<file path="config.mk">
export PLATFORM = sky130hd
export DESIGN_NAME = icache_valid_array
export DESIGN_NICKNAME = d
export VERILOG_FILES = /design/src/rtl/icache_valid_array.sv
export SDC_FILE = /design/constraint.sdc
export NUM_CORES = 1
export LEC_CHECK = 0
export CAP_MARGIN = 20
export CORE_MARGIN = 3
export CORE_UTILIZATION = 45
export CTS_CLUSTER_DIAMETER = 150
export DETAILED_ROUTE_END_ITERATION = 12
export DONT_BUFFER_PORTS = 1
export HOLD_SLACK_MARGIN = 0.12
export SETUP_SLACK_MARGIN = 0.15
export SLEW_MARGIN = 5
export SYNTH_ARGS = -nofsm -noshare
export SYNTH_HDL_FRONTEND = slang
export SYNTH_SLANG_ARGS = --single-unit
</file>
<file path="constraint.sdc">
create_clock -name clk -period 2.6 [get_ports clk]
set_input_delay 0.39 -clock clk [delete_from_list [all_inputs] [get_ports clk]]
set_output_delay 0.39 -clock clk [all_outputs]
set_load 0.005 [all_outputs]
</file>
<file path="src/rtl/icache_valid_array.sv">
// icache_valid_array: valid-bit store for the instruction cache.
// NUM_SETS x NUM_WAYS flops with a one-hot decoded single-bit write port,
// a registered read port that also reports the lowest-index free way for
// refill victim choice, and a flash-invalidate engine that clears one set
// per cycle.
//
// Optional build macro ICACHE_VALID_BYPASS_EN: when defined, a read and a
// write to the same set at the same edge (in IDLE) return the post-write
// vector. When undefined, the same-set read returns the pre-write vector.
module icache_valid_array #(
  parameter int NUM_SETS = 64,
  parameter int NUM_WAYS = 4,
  localparam int SET_W = $clog2(NUM_SETS),
  localparam int WAY_W = $clog2(NUM_WAYS)
) (
  input  logic                clk,
  input  logic                rst,
  input  logic                wr_en,
  input  logic [SET_W-1:0]    wr_set,
  input  logic [WAY_W-1:0]    wr_way,
  input  logic                wr_val,
  input  logic                rd_en,
  input  logic [SET_W-1:0]    rd_set,
  output logic                rd_vld,
  output logic [NUM_WAYS-1:0] rd_valid,
  output logic                rd_free_vld,
  output logic [WAY_W-1:0]    rd_free_way,
  input  logic                flush_req,
  output logic                flush_busy,
  output logic                flush_done
);

  typedef enum logic [1:0] {
    IDLE  = 2'd0,
    SWEEP = 2'd1,
    DONE  = 2'd2
  } state_t;

  state_t                             state;
  logic [SET_W-1:0]                   sweep_cnt;
  logic [NUM_SETS-1:0][NUM_WAYS-1:0]  vbits;

  logic                               wr_ok_p0;
  logic                               sweep_clr_p0;
  logic [NUM_SETS-1:0]                set_dec_p0;
  logic [NUM_WAYS-1:0]                way_dec_p0;
  logic [NUM_SETS-1:0]                sweep_dec_p0;
  logic [NUM_WAYS-1:0]                rd_row_p0;

  // Lowest-index invalid way; 0 when every way is valid.
  function automatic logic [WAY_W-1:0] first_free(input logic [NUM_WAYS-1:0] v);
    logic [WAY_W-1:0] idx;
    idx = '0;
    for (int i = NUM_WAYS - 1; i >= 0; i--) begin
      if (!v[i]) idx = WAY_W'(i);
    end
    return idx;
  endfunction

  // Stage p0: write qualification and one-hot decodes for write and sweep.
  always_comb begin
    wr_ok_p0     = wr_en && (state == IDLE);
    sweep_clr_p0 = (state == SWEEP);
    set_dec_p0   = '0;
    set_dec_p0[wr_set] = 1'b1;
    way_dec_p0   = '0;
    way_dec_p0[wr_way] = 1'b1;
    sweep_dec_p0 = '0;
    sweep_dec_p0[sweep_cnt] = 1'b1;
  end

  // Array update: the sweep clear owns its set; otherwise one decoded bit takes wr_val.
  always_ff @(posedge clk) begin
    if (rst) begin
      vbits <= '0;
    end else begin
      for (int s = 0; s < NUM_SETS; s++) begin
        for (int w = 0; w < NUM_WAYS; w++) begin
          if (sweep_clr_p0 && sweep_dec_p0[s]) begin
            vbits[s][w] <= 1'b0;
          end else if (wr_ok_p0 && set_dec_p0[s] && way_dec_p0[w]) begin
            vbits[s][w] <= wr_val;
          end
        end
      end
    end
  end

  // Read row selection, with optional same-set write forwarding; a read
  // during the sweep reports an empty set regardless of sweep progress.
  always_comb begin
    rd_row_p0 = vbits[rd_set];
`ifdef ICACHE_VALID_BYPASS_EN
    if (wr_ok_p0 && (wr_set == rd_set)) begin
      rd_row_p0[wr_way] = wr_val;
    end
`endif
    if (sweep_clr_p0) begin
      rd_row_p0 = '0;
    end
  end

  // Stage p1: registered read result; data holds when no read is issued.
  always_ff @(posedge clk) begin
    if (rst) begin
      rd_vld      <= 1'b0;
      rd_valid    <= '0;
      rd_free_vld <= 1'b0;
      rd_free_way <= '0;
    end else begin
      rd_vld <= rd_en;
      if (rd_en) begin
        rd_valid    <= rd_row_p0;
        rd_free_vld <= ~&rd_row_p0;
        rd_free_way <= first_free(rd_row_p0);
      end
    end
  end

  // Flash-invalidate FSM with registered busy/done outputs.
  always_ff @(posedge clk) begin
    if (rst) begin
      state      <= IDLE;
      sweep_cnt  <= '0;
      flush_busy <= 1'b0;
      flush_done <= 1'b0;
    end else begin
      case (state)
        IDLE: begin
          flush_done <= 1'b0;
          if (flush_req) begin
            state      <= SWEEP;
            sweep_cnt  <= '0;
            flush_busy <= 1'b1;
          end
        end
        SWEEP: begin
          sweep_cnt <= sweep_cnt + SET_W'(1);
          if (sweep_cnt == SET_W'(NUM_SETS - 1)) begin
            state      <= DONE;
            flush_busy <= 1'b0;
            flush_done <= 1'b1;
          end
        end
        DONE: begin
          state      <= IDLE;
          flush_done <= 1'b0;
        end
        default: begin
          state      <= IDLE;
          flush_busy <= 1'b0;
          flush_done <= 1'b0;
        end
      endcase
    end
  end

endmodule

</file>
# Word-level counts from Yosys, hierarchy flattened
# Index checks and enable logic that the tools add are counted.
totals:
  register_bits: 274
  input_bits: 20
  wordCells: 760
  output_inout_bits: 10
classes:
  reduce_logical: 460
  n_eq_ne: 5
  addsub: 1
  muxes: 21
  bitwise_logic: 2
  order_cmp: 7
op_table:
  columns: ["operator", "count"]
  rows:
  - ["1-bit logical AND", 388]
  - ["2-bit OR reduction", 65]
  - ["4-bit binary-select mux with 6-bit select", 1]
  - ["6-bit by 7-bit less-than comparator with 1-bit output, second input constant", 3]
  - ["1-bit demux with 6-bit select", 2]
  - ["6-bit by 1-bit >= comparator with 1-bit output, second input constant", 2]
  - ["2-bit two-way mux", 6]
  - ["6-bit case mux with 2 select lines", 1]
  - ["4-bit two-way mux", 2]
  - ["6-bit by 1-bit adder with 6-bit output, second input constant", 1]
  - ["6-bit == test, second input constant", 1]
  - ["6-bit two-way mux", 1]
  - ["1-bit two-way mux", 5]
  - ["2-bit case mux with 2 select lines", 1]
  - ["2-bit AND reduction", 2]
  - ["4-bit AND reduction", 1]
  - ["2-bit by 3-bit less-than comparator with 1-bit output, second input constant", 1]
  - ["1-bit case mux with 3 select lines", 1]
  - ["3-bit AND reduction", 1]
  - ["1-bit demux with 2-bit select", 1]
  - ["2-bit by 1-bit == test with 1-bit output, second input constant", 1]
  - ["2-bit == test, second input constant", 1]
  - ["2-bit by 1-bit >= comparator with 1-bit output, second input constant", 1]
  - ["2-bit zero test", 1]
  - ["5 further kinds", 6]

# Depth between registers and ports, before layout
# Gate-level depths: netlist of run 1.
depth:
  word_depth: 7
  depth_mapped: 11
  mapped_depth_nobuf: 6

# Least setup slack after synthesis of run 1
# OpenSTA, ideal clock, no wires.
synth_timing:
  path_type: "in2reg"
  startpoint: "input rd_set[2]"
  endpoint: "register rd_free_way[0]"
  required_time_ns: 2.480
  path_slack_ns: 0.321
  t_arrival_ns: 2.159
  cell_stages: 7
  path_buffers: 1
  setup_ns: 0.120
  cell_sequence: "buf_2 mux4_2 mux4_2 o21bai_1 o32ai_1 and2_1 o31a_1"
synth_via:
  elab_chain_len: 7
synth_rtl:
  columns: ["element", "line", "text"]
  rows:
  - ["start: declaration", "23", "input logic [SET_W-1:0] rd_set,"]
  - ["4-bit binary-select mux with 6-bit select (*)", "92", "rd_row_p0 = vbits[rd_set];"]
  - ["4-bit two-way mux (not written as such) (*)", "92", null]
  - ["4-bit two-way mux (*)", "98", "if (sweep_clr_p0) begin"]
  - ["2-bit two-way mux (3 in series)", "55", "if (!v[i]) idx = WAY_W'(i);"]
  - ["2-bit two-way mux (*)", "55", null]
  - ["end signal: assignment", "115", "rd_free_way <= first_free(rd_row_p0);"]
  - ["end: declaration", "27", "output logic [WAY_W-1:0] rd_free_way,"]
# Mark *: on every way between the ends. The rest lies on a longest branch, timed or not. The select of a mux whose other input is x is not followed.
# A chain may end at the register's enable or synchronous reset.

# Worst setup path after layout of run 1
layout_timing:
  startpoint: "register state[0]"
  endpoint: "register vbits[246] in the netlist's numbering"
layout_via:
  elab_chain_len: 4
  elab_cells_between_ends: 7
  cone_classes: "eq/ne (1); reduce/logical (6)"
layout_rtl:
  columns: ["element", "line", "text"]
  rows:
  - ["start: declaration", "39", "state_t state;"]
  - ["start signal: assignment", "123", "state <= IDLE;"]
  - ["start signal: assignment", "132", "state <= SWEEP;"]
  - ["start signal: assignment", "140", "state <= DONE;"]
  - ["2-bit zero test", "62", "wr_ok_p0 = wr_en && (state == IDLE);"]
  - ["1-bit logical AND", "62", null]
  - ["1-bit logical AND (2 in series)", "81", "end else if (wr_ok_p0 && set_dec_p0[s] && way_dec_p0[w]) begin"]
  - ["end signal: indexed assignment", "82", "vbits[s][w] <= wr_val;"]
  - ["end: declaration", "41", "logic [NUM_SETS-1:0][NUM_WAYS-1:0] vbits;"]
# Parallel ways exist; a longest one is shown, timed or not.

==> reports/results.tsv, run 1 <==
metric	value	unit
final-layout fill cell count	2950	
placer congestion estimate	0.9255	
non-filler cells, final	2238	
remaining routing DRC violations	0	
DP HPWL	30.02	mm
Hold Vio Cnt, Final	0	
wire length on met3	4.796	mm
Hold Startpoint	wr_way[0]	
Top Metal Used	met4	
Syn Area/Cell	7.683	um2
critical path required time	3.02	ns
Die Width	182.9	um
area of the core	30670	um2
Final Cycle Share	0.9053	
clock network power share	0.468	
Routed WL	48.87	mm
post-synthesis cell count	1832	
Global Route Usage Sum	0.2792	
post-synthesis sequential area ratio	0.3897	
Clock Latency Late Sink	0.57	ns
highest clock rate	0.4248	GHz
layout cells sized above 1	0.08963	
Vert. Die Dim	182.9	um
M1 WL	20.32	mm
WL met2	21.67	mm
dominant cell type by area after synthesis	dfxtp_1	
post-synth design cell area	14070	um2
EDFF count, synth	0	
Pwr per Cell Area	578.7	nW/um2
Critical Path AT	2.78	ns
Worst VDD drop	0.4612	mV
status	complete, no violations	
Cell Int Power	0.006914	W
ys async rst share	0	
vias per cell	6.190	
pin count of the biggest net entering global routing	257	
Root Driver	clkbuf_16	
fin nets	1840	
Crit. End Element	flop	
GRT overflow	0	
Yosys top cell area share	0.3897	
CP Launch Point	state[0]	
CTS tree	built	
dpl cells	2121	
CP startpoint kind	flop	
number of port buffers	0	
via count	13850	
routed length per instance	21.84	um
CTS H-tree lvls	1	
CTS Sinks	274	
Post-CTS Setup Repair Bufs	0	
ANT nets after route	0	
Slew Limit Fails	0	
leakage power	4.640	nW
maximum root-to-sink buffer count	3	
RR Startpoint	state[0]	
critical path class	flop to flop	
Synth area leaders	dfxtp_1 39%, nand2_1 13%, a21oi_1 9.4%	
unrepaired setup endpoints after global routing	true	
Setup TNS	0	ns
switching part of the total power	0.2502	
Num CTS Buffers	31	
initial core utilization	0.4589	
DR iter-0 viols	1748	
fin crit period	2.354	ns
worst-margin pin slew	1.039	ns
synthesis-to-layout area growth	13.21	%
die area	33440	um2
Setup violations, final	0	
Seq pwr share	0.460	
HP Class	input port to flop	
Synth Flop Type	dfxtp_1	
CTS clk-pin slew, worst paths	0.06	ns
CP Max Fanout	8	
Yosys Warn Count	0	
number of placement rows	64	
max-cap violations	0	
final clock skew	0.01175	ns
Psw	0.002307	W
antenna violations before repair	0	
first-pass GRT wire length	73.74	mm
DR pass1 iterations	6	
slew margin rel.	0.3074	
syn nets	1853	
Gate power share	0.072	
io pins	30	
synthesized flop and latch total	274	
vias in the first global route	12490	
Distinct cells, synth	65	
per-stage QoR:
step                      power [W]  hold WS, ns  setup slack [ns]    util  cell area, um2
after floorplan            0.004836       0.4315            0.3214       -           14070
after global placement     0.004903       0.4372            0.2635  0.4655           14280
final                      0.009221       0.1215            0.2461  0.5195           15930
after global routing       0.009463       0.1278            0.1379  0.5195           15930
after detailed placement   0.004906       0.4437            0.2324  0.4655           14280
after CTS                  0.009184     -0.04059            0.2244  0.5170           15860
final timing paths:
kind | endpoint | slack [ns] | cells after the start
hold reg to reg | vbits[210] | 0.45 | 2
hold / removal | vbits[10] | 0.12 | 3
setup reg to reg | vbits[246] | 0.25 | 5
setup / recovery | vbits[246] | 0.25 | 5
state kept, by name, summed over array words and instances (netlist names):
| signal | cells |
|---|---|
| state | 2 |
| flush_busy | 1 |
| sweep_cnt | 6 |
| rd_vld | 1 |
| rd_free_vld | 1 |
| vbits | 256 |
| flush_done | 1 |
| rd_valid | 4 |
| rd_free_way | 2 |
critical path, cell delays in order (launching register included):
cell and delay [ns]:
dfxtp_1 0.52, inv_1 0.18, nor2_1 0.48, nand3_1 0.34, o21ai_0 0.60, a21oi_1 0.09
layout make-up:
class                           count  area, um2  area share
Clock buffer                       48      919.6     0.05772
Timing Repair Buffer               95      975.9     0.06125
Clock inverter                      7      67.56    0.004240
Antenna cell                        1      2.502   0.0001570
Tap cell                          396      495.5     0.03110
Inverter                            7      26.28    0.001649
Sequential cell                   274       5485      0.3442
Multi-Input combinational cell   1410       7961      0.4996
cell families (layout without fill, tap and decap cells):
| logic type | Yosys count | count (layout) | synth area share |
|---|---|---|---|
| other cells | 0 | 1 | 0 |
| buf+inv | 148 | 157 | 0.04791 |
| simple gates | 925 | 925 | 0.2917 |
| fa+ha+maj | 1 | 1 | 0.0008888 |
| mux | 77 | 77 | 0.1137 |
| compound gates | 407 | 407 | 0.1561 |
| flops | 274 | 274 | 0.3897 |
layer usage:
layer / vias to the layer above / GRT usage
met5: - / 0
met4: 0 / 0.1043
met3: 134 / 0.06069
met2: 687 / 0.4349
met1: 6583 / 0.3833
li1: 6450 / -
power groups by stage:
stage	Combinational, W	Clock (W)	Sequential, W
2_1_floorplan	0.000518	0	0.00432
3_3_place_gp	0.000570	0	0.00433
3_5_place_dp	0.000573	0	0.00433
4_1_cts	0.000587	0.00436	0.00424
5_1_grt	0.000703	0.00452	0.00424
6_report	0.000663	0.00431	0.00424
cell usage after synthesis, drive strengths merged (2+ instances only):
master	count
or2	6
o21ai	96
inv	6
nand4	60
a31oi	5
o21a	2
and3	3
nand2b	11
nand3	207
a211oi	3
nor2	89
nor4b	2
o211ai	3
o41ai	2
nand2	491
a21oi	265
nor2b	13
nor3	14
nor4	5
nand3b	6
o31a	3
mux2i	8
buf	43
dfxtp	274
a2111oi	3
o31ai	4
o22ai	6
nor3b	5
mux2	5
clkbuf	98
a22oi	3
mux4	64
a21o	3
o32ai	2
and2	7
cell usage in the layout, fill, tap and decap left out, types with 8 or more instances in the layout:
cell type / count
nand4_1: 60
clkbuf_16: 31
clkbuf_8: 8
mux2i_1: 8
a21oi_1: 265
nand2b_1: 10
clkbuf_1: 9
nor3_1: 14
nor2b_1: 10
nor2_1: 88
o21ai_0: 95
dfxtp_1: 274
buf_4: 28
nand2_1: 491
mux4_2: 58
nand3_1: 207
dlygate4sd3_1: 59
timing repair:
action / in CTS / in global routing
endpoints found under the setup margin: 0 / 52
resized for setup: 0 / 4
hold endpoints to repair: 274 / 92
hold buffers: 59 / 2
No activity file was read; power rests on OpenSTA's default activity.
==> inputs of run 2 (changes only) <==
- CAP_MARGIN: 20 -> 40
==> reports/results.tsv, run 2 (synthesized netlist as in run 1, its figures left out) <==
metric	value	unit
Final Cycle Share	0.9106	
DR iter-0 viols	1860	
Hold Vio Cnt, Final	0	
vias in the first global route	12380	
area of the multi-input gates	7953	um2
Vert. Die Dim	182.9	um
routed length per instance	21.66	um
die area	33440	um2
Post-CTS Setup Repair Bufs	0	
first-pass GRT wire length	73.29	mm
CP Launch Point	state[0]	
final clock skew	0.01686	ns
top flop regs	vbits (256), sweep_cnt (6), rd_valid (4)	
Setup TNS	0	ns
fin crit period	2.367	ns
leakage power	4.679	nW
CP startpoint kind	flop	
CP Max Fanout	20	
ANT nets after route	0	
Setup violations, final	0	
number of placement rows	64	
layout cells sized above 1	0.09382	
Die Width	182.9	um
critical path class	flop to flop	
post-route setup slack	0.2326	ns
worst-margin pin slew	0.9835	ns
maximum root-to-sink buffer count	3	
Clock Latency Late Sink	0.57	ns
non-filler cells, final	2240	
io pins	30	
Global Route Usage Sum	0.2773	
reg2reg end	vbits[93]	
Routed WL	48.51	mm
unrepaired setup endpoints after global routing	true	
RR Startpoint	state[0]	
critical path required time	3.08	ns
fin nets	1841	
GRT overflow	0	
HP Class	input port to flop	
end of the critical path	vbits[93]	
max-cap violations	0	
area of the core	30670	um2
final-layout fill cell count	2936	
dpl cells	2122	
DR pass1 iterations	6	
Crit. End Element	flop	
register area	5485	um2
setup slack at placement	0.2231	ns
Num CTS Buffers	31	
antenna violations before repair	0	
Root Driver	clkbuf_16	
antenna cells	0	
Pwr per Cell Area	585.1	nW/um2
CTS Sinks	274	
remaining routing DRC violations	0	
number of port buffers	0	
R2R Setup Slk	0.23	ns
R2R cell count	6	
DP HPWL	30.00	mm
vias per cell	6.202	
Slew Limit Fails	0	
most frequent cells in the layout	491 x nand2_1, 274 x dfxtp_1, 265 x a21oi_1	
status	complete, no violations	
placer congestion estimate	0.9255	
highest clock rate	0.4224	GHz
Critical Path AT	2.85	ns
slew margin rel.	0.3427	
via count	13890	
commonest non-fill, non-tap cell in the layout	nand2_1	
synthesis-to-layout area growth	13.59	%
pin count of the biggest net entering global routing	257	
CTS H-tree lvls	1	
Biggest register	vbits	
Worst VDD drop	0.4878	mV
initial core utilization	0.4589	
CTS tree	built	
Largest register FFs	256	
CTS clk-pin slew, worst paths	0.07	ns
[run 2: changes by cell type in the layout (fill, tap and decap cells not counted), sizes merged]
cell	previous run	this run
buf	36	37
clkinv	6	8
clkbuf	48	47
diode	1	0
inv	7	8
[run 2: power by group]
| part | switching, W | internal, W |
|---|---|---|
| combinational | 0.000473 | 0.000191 |
| clock | 0.00183 | 0.00262 |
| sequential | 0.0000272 | 0.00421 |
| total | 0.00233 | 0.00703 |
[run 2: metrics by stage]
| step | power [W] | hold slack (ns) | util | cell area, um2 |
|---|---|---|---|---|
| global route | 0.009613 | 0.1220 | 0.5213 | 15990 |
| CTS | 0.009331 | -0.03959 | 0.5191 | 15920 |
| finish | 0.009355 | 0.1296 | 0.5213 | 15990 |
| detailed placement | 0.004908 | 0.4437 | 0.4659 | 14290 |
| global placement | 0.004903 | 0.4372 | 0.4655 | 14280 |
| floorplan | 0.004836 | 0.4315 | - | 14070 |
[run 2: final cells by class]
class / count / share of cell area
repair buffers: 96 / 0.06175
well taps: 396 / 0.03099
clock buffers: 47 / 0.05979
inverters: 7 / 0.001643
multi-input cells: 1410 / 0.4974
flip-flops and latches: 274 / 0.3431
clock inverters: 10 / 0.005322
[run 2: worst max-delay path: stages (launching register included)]
cell,delay (ns)
dfxtp_1,0.40
nor4bb_2,0.43
and3_1,0.26
buf_4,0.28
nand4_1,0.16
dlygate4sd3_1,0.61
a21oi_1,0.12
[run 2: per-layer routing]
layer  GRT usage  part of all wire
met3     0.05395              0.10
met1      0.3861              0.41
met5           0                 0
met2      0.4307              0.45
met4      0.1034             0.039
[run 2: repair_timing]
item | 4_1_cts | 5_1_grt
hold buffers | 59 | 2
resized for setup | 0 | 4
setup endpoints to repair | 0 | 53
hold endpoints to repair | 274 | 84
[run 2: how the worst min path moves through the flow]
stage | from | endpoint | slack [ns] | cells after the start
CTS | wr_val | vbits[71] | -0.04 | 2
floorplan | vbits[150] | vbits[150] | 0.43 | 2
detailed placement | vbits[231] | vbits[231] | 0.44 | 2
finish | wr_way[0] | vbits[10] | 0.13 | 3
global placement | vbits[238] | vbits[238] | 0.44 | 2
global route | wr_way[0] | vbits[10] | 0.12 | 3
